--- src/rtl/uart_hex_tx.sv ---
// Serial hex dumper: sends a 32-bit word as 8 uppercase ASCII hex digits plus CR LF,
// using 8N1 framing at CLKS_PER_BIT clocks per bit.
module uart_hex_tx #(
  parameter int unsigned CLKS_PER_BIT = 868
) (
  input  logic        CLK100MHZ,
  input  logic        rst_n,
  input  logic        send,
  input  logic [31:0] word,
  output logic        busy,
  output logic        done,
  output logic        rs232_tx
);

  localparam logic [1:0] S_IDLE  = 2'd0;
  localparam logic [1:0] S_START = 2'd1;
  localparam logic [1:0] S_DATA  = 2'd2;
  localparam logic [1:0] S_STOP  = 2'd3;

  localparam logic [15:0] BAUD_LAST = 16'(CLKS_PER_BIT - 1);

  logic [1:0]  state_reg;
  logic [15:0] baud_cnt_reg;
  logic [2:0]  bit_idx_reg;
  logic [3:0]  char_idx_reg;
  logic [31:0] shift_reg;
  logic        tx_reg;
  logic        busy_reg;
  logic        done_reg;
  logic [7:0]  cur_char;

  // 'A' - 10 = 0x37, so letters come out uppercase only
  function automatic logic [7:0] hex_ascii(input logic [3:0] n);
    return (n < 4'd10) ? (8'h30 + {4'h0, n}) : (8'h37 + {4'h0, n});
  endfunction

  // The top nibble of the shift register is always the current digit
  always_comb begin
    cur_char = hex_ascii(shift_reg[31:28]);
    if (char_idx_reg == 4'd8)
      cur_char = 8'h0D;
    else if (char_idx_reg == 4'd9)
      cur_char = 8'h0A;
  end

  always_ff @(posedge CLK100MHZ) begin
    if (!rst_n) begin
      state_reg    <= S_IDLE;
      baud_cnt_reg <= 16'd0;
      bit_idx_reg  <= 3'd0;
      char_idx_reg <= 4'd0;
      shift_reg    <= 32'd0;
      tx_reg       <= 1'b1;
      busy_reg     <= 1'b0;
      done_reg     <= 1'b0;
    end else begin
      done_reg <= 1'b0;
      if (state_reg == S_IDLE) begin
        if (send && !busy_reg) begin
          shift_reg    <= word;
          char_idx_reg <= 4'd0;
          bit_idx_reg  <= 3'd0;
          baud_cnt_reg <= 16'd0;
          state_reg    <= S_START;
          tx_reg       <= 1'b0;
          busy_reg     <= 1'b1;
        end
      end else if (baud_cnt_reg != BAUD_LAST) begin
        baud_cnt_reg <= baud_cnt_reg + 16'd1;
      end else begin
        // Bit boundary: the line value for the next bit is registered here
        baud_cnt_reg <= 16'd0;
        case (state_reg)
          S_START: begin
            state_reg   <= S_DATA;
            bit_idx_reg <= 3'd0;
            tx_reg      <= cur_char[0];
          end
          S_DATA: begin
            if (bit_idx_reg == 3'd7) begin
              state_reg <= S_STOP;
              tx_reg    <= 1'b1;
            end else begin
              bit_idx_reg <= bit_idx_reg + 3'd1;
              tx_reg      <= cur_char[bit_idx_reg + 3'd1];
            end
          end
          S_STOP: begin
            if (char_idx_reg != 4'd9) begin
              char_idx_reg <= char_idx_reg + 4'd1;
              shift_reg    <= {shift_reg[27:0], 4'h0};
              state_reg    <= S_START;
              tx_reg       <= 1'b0;
            end else begin
              state_reg <= S_IDLE;
              tx_reg    <= 1'b1;
              busy_reg  <= 1'b0;
              done_reg  <= 1'b1;
            end
          end
          default: begin
            state_reg <= S_IDLE;
            tx_reg    <= 1'b1;
            busy_reg  <= 1'b0;
          end
        endcase
      end
    end
  end

  assign rs232_tx = tx_reg;
  assign busy     = busy_reg;
  assign done     = done_reg;

endmodule
--- config.mk ---
export PLATFORM = sky130hd
export DESIGN_NAME = uart_hex_tx
export DESIGN_NICKNAME = d
export VERILOG_FILES = /design/src/rtl/uart_hex_tx.sv
export SDC_FILE = /design/constraint.sdc
export NUM_CORES = 1
export LEC_CHECK = 0
export CORE_UTILIZATION = 40
export DETAILED_ROUTE_END_ITERATION = 8
export DONT_BUFFER_PORTS = 1
export PLACE_DENSITY_LB_ADDON = 0.05
export SLEW_MARGIN = 10
export SYNTH_ARGS = -nofsm -noshare
export SYNTH_HDL_FRONTEND = slang
export SYNTH_SLANG_ARGS = --single-unit
--- constraint.sdc ---
create_clock -name CLK100MHZ -period 2.26 [get_ports CLK100MHZ]
set_input_delay 0.678 -clock CLK100MHZ [delete_from_list [all_inputs] [get_ports CLK100MHZ]]
set_output_delay 0.678 -clock CLK100MHZ [all_outputs]
set_load 0.01 [all_outputs]
* After elaboration in Yosys (flattened, before gate mapping)
Index checks and enable logic that the tools add are counted.
W data, S select, Z words.
** Operators by class
- Add/subtract/negate cells :: 5
- $mul :: 0
- Divide/modulo/power cells :: 0
- Order comparisons :: 2
- Eq/ne operators :: 14
- Shift-type cells :: 0
- Multiplexer cells :: 40
- Bitwise logic cells :: 2
- Reductions and logical operators :: 13
** Operator list (count)
- $mux W32 :: 5
- $mux W16 :: 3
- $mux W7 :: 3
- $mux W4 :: 5
- $add A16 B1 Y16 const B :: 1
- $ne A16 B10 Y1 const B :: 1
- $add A6 B4 Y7 const A :: 2
- $mux W3 :: 4
- $reduce_and A4 Y1 :: 3
- $mux W1 :: 11
- $ne A3 B3 Y1 const B :: 3
- $eq A4 B4 Y1 const B :: 2
- $mux W2 :: 4
- $pmux W2 S3 :: 1
- $pmux W3 S2 :: 1
- $add A4 B1 Y4 const B :: 1
- $eq A2 B2 Y1 const B :: 2
- $lt A3 B4 Y1 const B :: 1
- $lt A4 B4 Y1 const B :: 1
- $ne A2 B1 Y1 const B :: 2
- $ne A4 B4 Y1 const B :: 1
- $reduce_bool A2 Y1 :: 2
- $reduce_or A4 Y1 :: 1
- $add A3 B1 Y3 const B :: 1
- 14 further kinds :: 15
** Word-level totals
- Bits in registers :: 60
- Bits in latches :: 0
- RAM bits :: 0
- Memory bits (read-only) :: 0
- Input port bits :: 35
- Output and inout bits :: 3
- Memories :: 0

* Logic depth before layout (Yosys ltp)
- Depth after elaboration :: 10
- Mapped depth :: 9
- Mapped depth without buffers :: 7

* Least setup slack after synthesis
OpenSTA, ideal clock, no wires.
- Path type :: reg-to-reg
- Start point :: reg baud_cnt_reg[0]
- End point :: reg shift_reg[28]
- Library setup time :: 0.139 ns
- Arrival time :: 2.023 ns
- Data required time :: 2.121 ns
- Path slack :: 0.098 ns
- Cell stages (with the launch flop) :: 9
- Buffers on the path :: 2
- Cell sequence :: dfxtp_1 ha_1 or3b_2 nor4_4 a21o_4 and2_1 buf_4 buf_6 a211oi_2
** Between the ends
- Longest elaborated chain between the ends :: 3
** RTL lines
- start, declared :: line 23 : logic [15:0] baud_cnt_reg;
- start signal, assigned :: line 69 : baud_cnt_reg <= baud_cnt_reg + 16'd1;
- $ne A16 B10 Y1 :: line 68 : end else if (baud_cnt_reg != BAUD_LAST) begin
- $ne A2 B2 Y1 (no line)
- $reduce_and A4 Y1 (no line)
- end signal, assigned :: line 60 : shift_reg <= word;
- end signal, assigned :: line 91 : shift_reg <= {shift_reg[27:0], 4'h0};
- end, declared :: line 26 : logic [31:0] shift_reg;
No other way between the ends.
A chain may end at the register's enable or synchronous reset.

* Final worst setup path
- Start point :: reg baud_cnt_reg[7]
- End point :: reg bit_idx_reg[0]
** Between the ends
- Longest elaborated chain between the ends :: 3
** RTL lines
- $ne A16 B10 Y1 :: line 68
- $ne A2 B2 Y1 (no line)
- $reduce_and A4 Y1 (no line)
- end signal, assigned :: line 84 : bit_idx_reg <= bit_idx_reg + 3'd1;
- end, declared :: line 24 : logic [2:0] bit_idx_reg;
No other way between the ends.

==> metrics.md <==
| Metric | Value |
|---|---|
| Mapped Area | `0.00330 mm^2` |
| FF-to-FF Start | `baud_cnt_reg[7]$_SDFFE_PN0N_` |
| Starting Density | `0.420` |
| Max_cap viols | `0` |
| Worst EP arrival | `2390 ps` |
| R2R cell count | `6` |
| Netlist cell types | `between 60 and 70` |
| Hold path cells | `1` |
| Sequential-to-total area share from yosys stat | `0.364` |
| Die ar. | `around 0.0086 mm^2` |
| Max reg flops | `32` |
| Post-DRT Antenna Nets | `0` |
| Global-route wire length before repair | `about 12 mm` |
| DR iter-0 viols | `75` |
| Ys flop type | `dfxtp_1` |
| DIE HEIGHT | `just over 90 um` |
| P_leak | `0.00148 uW` |
| Crit Path Class | `flop to flop` |
| Initial antenna violation count | `0` |
| Status | `complete, no violations` |
| Max_slew headroom | `0.446` |
| Syn-to-layout area delta | `14.4%` |
| Hold WC Path Type | `primary input to flop` |
| Hold_buf cts | `0` |
| Maximum VDD drop | `between 700 and 800 uV` |
| CP startpoint kind | `flop` |
| DRT Wirelength | `between 7 and 8 mm` |
| Pin count of the biggest net entering global routing | `36` |
| CORE AREA | `about 0.0078 mm^2` |
| Placer Congestion | `around 0.75` |
| Drt pass-1 iters | `4` |
| Final setup fails | `0` |
| Total Routing Usage GR | `0.180` |
| Inserted Diodes | `0` |
| CP Max Fanout | `3` |
| Maximum clock path buffer count | `2` |
| Routed wire per std cell | `15.4 um` |
| Share of layout cells above drive strength 1 | `0.171` |
| DP Wirelength | `5.35 mm` |
| Post-Syn Nets | `409` |
| Slew @ Worst Pin | `roughly 800 ps` |
| Vias in the first global route | `between 2,000 and 3,000` |
| Worst setup EP type | `flop` |
| Top Layer Used | `met4` |
| Met2 routed WL | `between 3 and 4 mm` |
| Via density | `between 5 and 6` |
| Endpoints failing hold | `0` |
| Area post-placement | `0.00350 mm^2` |
| Biggest area consumer among synthesized cells | `dfxtp_1` |
| Ys Warns | `0` |
| Boundary pin count | `38` |
| Fin. max-slew vios | `0` |
| Total grt overflow | `0` |
| Crit path to | `bit_idx_reg[0]$_SDFFE_PN0P_` |
| Worst R2R End | `bit_idx_reg[0]$_SDFFE_PN0P_` |
| Crit path from | `baud_cnt_reg[7]$_SDFFE_PN0N_` |
| WL met3 | `around 280 um` |
| Sink Count | `60` |
| Clk root buf | `clkbuf_8` |
| Clock transition at path regs | `about 80 ps` |
| WL met1 | `roughly 3.4 mm` |
| Post-synth EDFFs | `0` |
| Drt drc | `0` |
| Design area | `roughly 0.0038 mm^2` |
| Syn Area/Cell | `~9.1 um^2` |
| Mapped Cells | `362` |
| Most frequent cell after synthesis | `dfxtp_1` |
| Tcrit/Tclk final | `0.959` |
| Tmin final | `2170 ps` |
| Async set-or-reset flop fraction in the synthesized netlist | `0` |
| Largest cells by area after synthesis | `dfxtp_1 36%, mux2i_1 8.5%, a21oi_1 5.5%, a211oi_1 4.6%, ha_1 4.6%` |
| CTS tree | `yes` |
| Req. time, crit path | `about 2500 ps` |
| Count of state elements after synthesis | `60` |
| Num CTS Buffers | `9` |
| H-tree depth | `3` |
| Std cell rows | `32` |
| Max Clock Freq | `between 0.4 and 0.5 GHz` |
| RSZ-0062 raised after global routing | `false` |
| Yosys top cell area share | `0.364` |
| Port Buffer Count | `0` |
| Worst R2R Setup Slack | `90 ps` |
| PwrDens | `1430 mW/mm^2` |
| Via count | `2,709` |
| Nets@finish | `roughly 420` |
| Most frequent cells after synthesis | `60 x dfxtp_1, 36 x a21oi_1, 28 x mux2i_1` |
| Die X | `slightly above 90 um` |
| Clk Latency, worst-skew pair | `about 340 ps` |
| WHS | `~460 ps` |
| TNS Setup | `0 ps` |
| Clk_skew | `around 13 ps` |
worst min-delay path by stage:
stage | start | endpoint | slack, ps
floorplan | bit_idx_reg[1]$_SDFFE_PN0P_ | bit_idx_reg[1]$_SDFFE_PN0P_ | 450
global placement | shift_reg[0]$_SDFFE_PN0P_ | shift_reg[0]$_SDFFE_PN0P_ | 480
detailed placement | bit_idx_reg[2]$_SDFFE_PN0P_ | bit_idx_reg[2]$_SDFFE_PN0P_ | 480
CTS | word[1] | shift_reg[1]$_SDFFE_PN0P_ | 450
global route | word[1] | shift_reg[1]$_SDFFE_PN0P_ | 460
finish | word[1] | shift_reg[1]$_SDFFE_PN0P_ | 460
where the power goes:
group / internal (uW) / total [uW] / switching [uW]
Clock: 740 / 1190 / 453
Combinational: 1160 / 2700 / 1530
Sequential: 1320 / 1490 / 169
Total: 3220 / 5370 / 2150
stage by stage:
step	power [uW]	utilization	instances	setup WS [ps]
finish	5370	0.480	482	92.1
global route	5800	0.480	482	1.17
CTS	5410	0.478	480	66.5
detailed placement	4200	0.447	464	99.5
global placement	4180	0.447	464	99.0
floorplan	3660	-	362	98.5
cells in the final DEF (no fill, tap or decap), types with 4 or more instances in the layout:
cell,instances
nand2_1,25
nand3_1,5
a21oi_1,35
nor2_1,19
o21ai_0,20
dfxtp_1,60
ha_1,11
xor2_1,4
and2_1,4
o211ai_1,5
clkbuf_8,9
a32o_1,4
a211oi_1,20
buf_4,26
mux2i_1,28
nor3_1,6
a211oi_2,10
inv_1,10
a31oi_1,6
nand4_1,5
cells by family (layout without fill, tap and decap cells):
| group | after synthesis | count (layout) | share of synthesized area |
|---|---|---|---|
| AOI/OAI and AO/OA | 128 | 128 | 0.280 |
| and+or+nand+nor | 89 | 89 | 0.147 |
| DFF | 60 | 60 | 0.364 |
| buffers and inverters | 37 | 55 | 0.0566 |
| muxes | 29 | 29 | 0.0885 |
| adders and majority gates | 12 | 12 | 0.0456 |
| xor gates and xnor gates | 7 | 7 | 0.0186 |
layer usage:
layer  GRT usage  vias up
met5           0        -
met4      0.0731        0
met3      0.0402        9
met2       0.314       45
met1       0.212     1272
li1            -     1383
layout make-up:
type                    count  area (um^2)
fillers                   785         4080
multi-input cells         265         1920
flip-flops and latches     60         1200
repair buffers             28          235
well taps                 102          128
clock buffers               9          124
clock inverters             7          121
inverters                  11         41.3
critical path: stages, from the launching register on:
cell     delay [ps]
dfxtp_1         320
or4_4           580
nor4_4          370
buf_4           180
a21oi_1          50
o31a_1          290
mux2_2          270
timing repair:
action,4_1_cts,5_1_grt
setup endpoints to repair,0,19
endpoints found under the hold margin,0,0
gates resized for setup,0,2
buffers inserted,0,2
No activity file was read; power rests on OpenSTA's default activity.
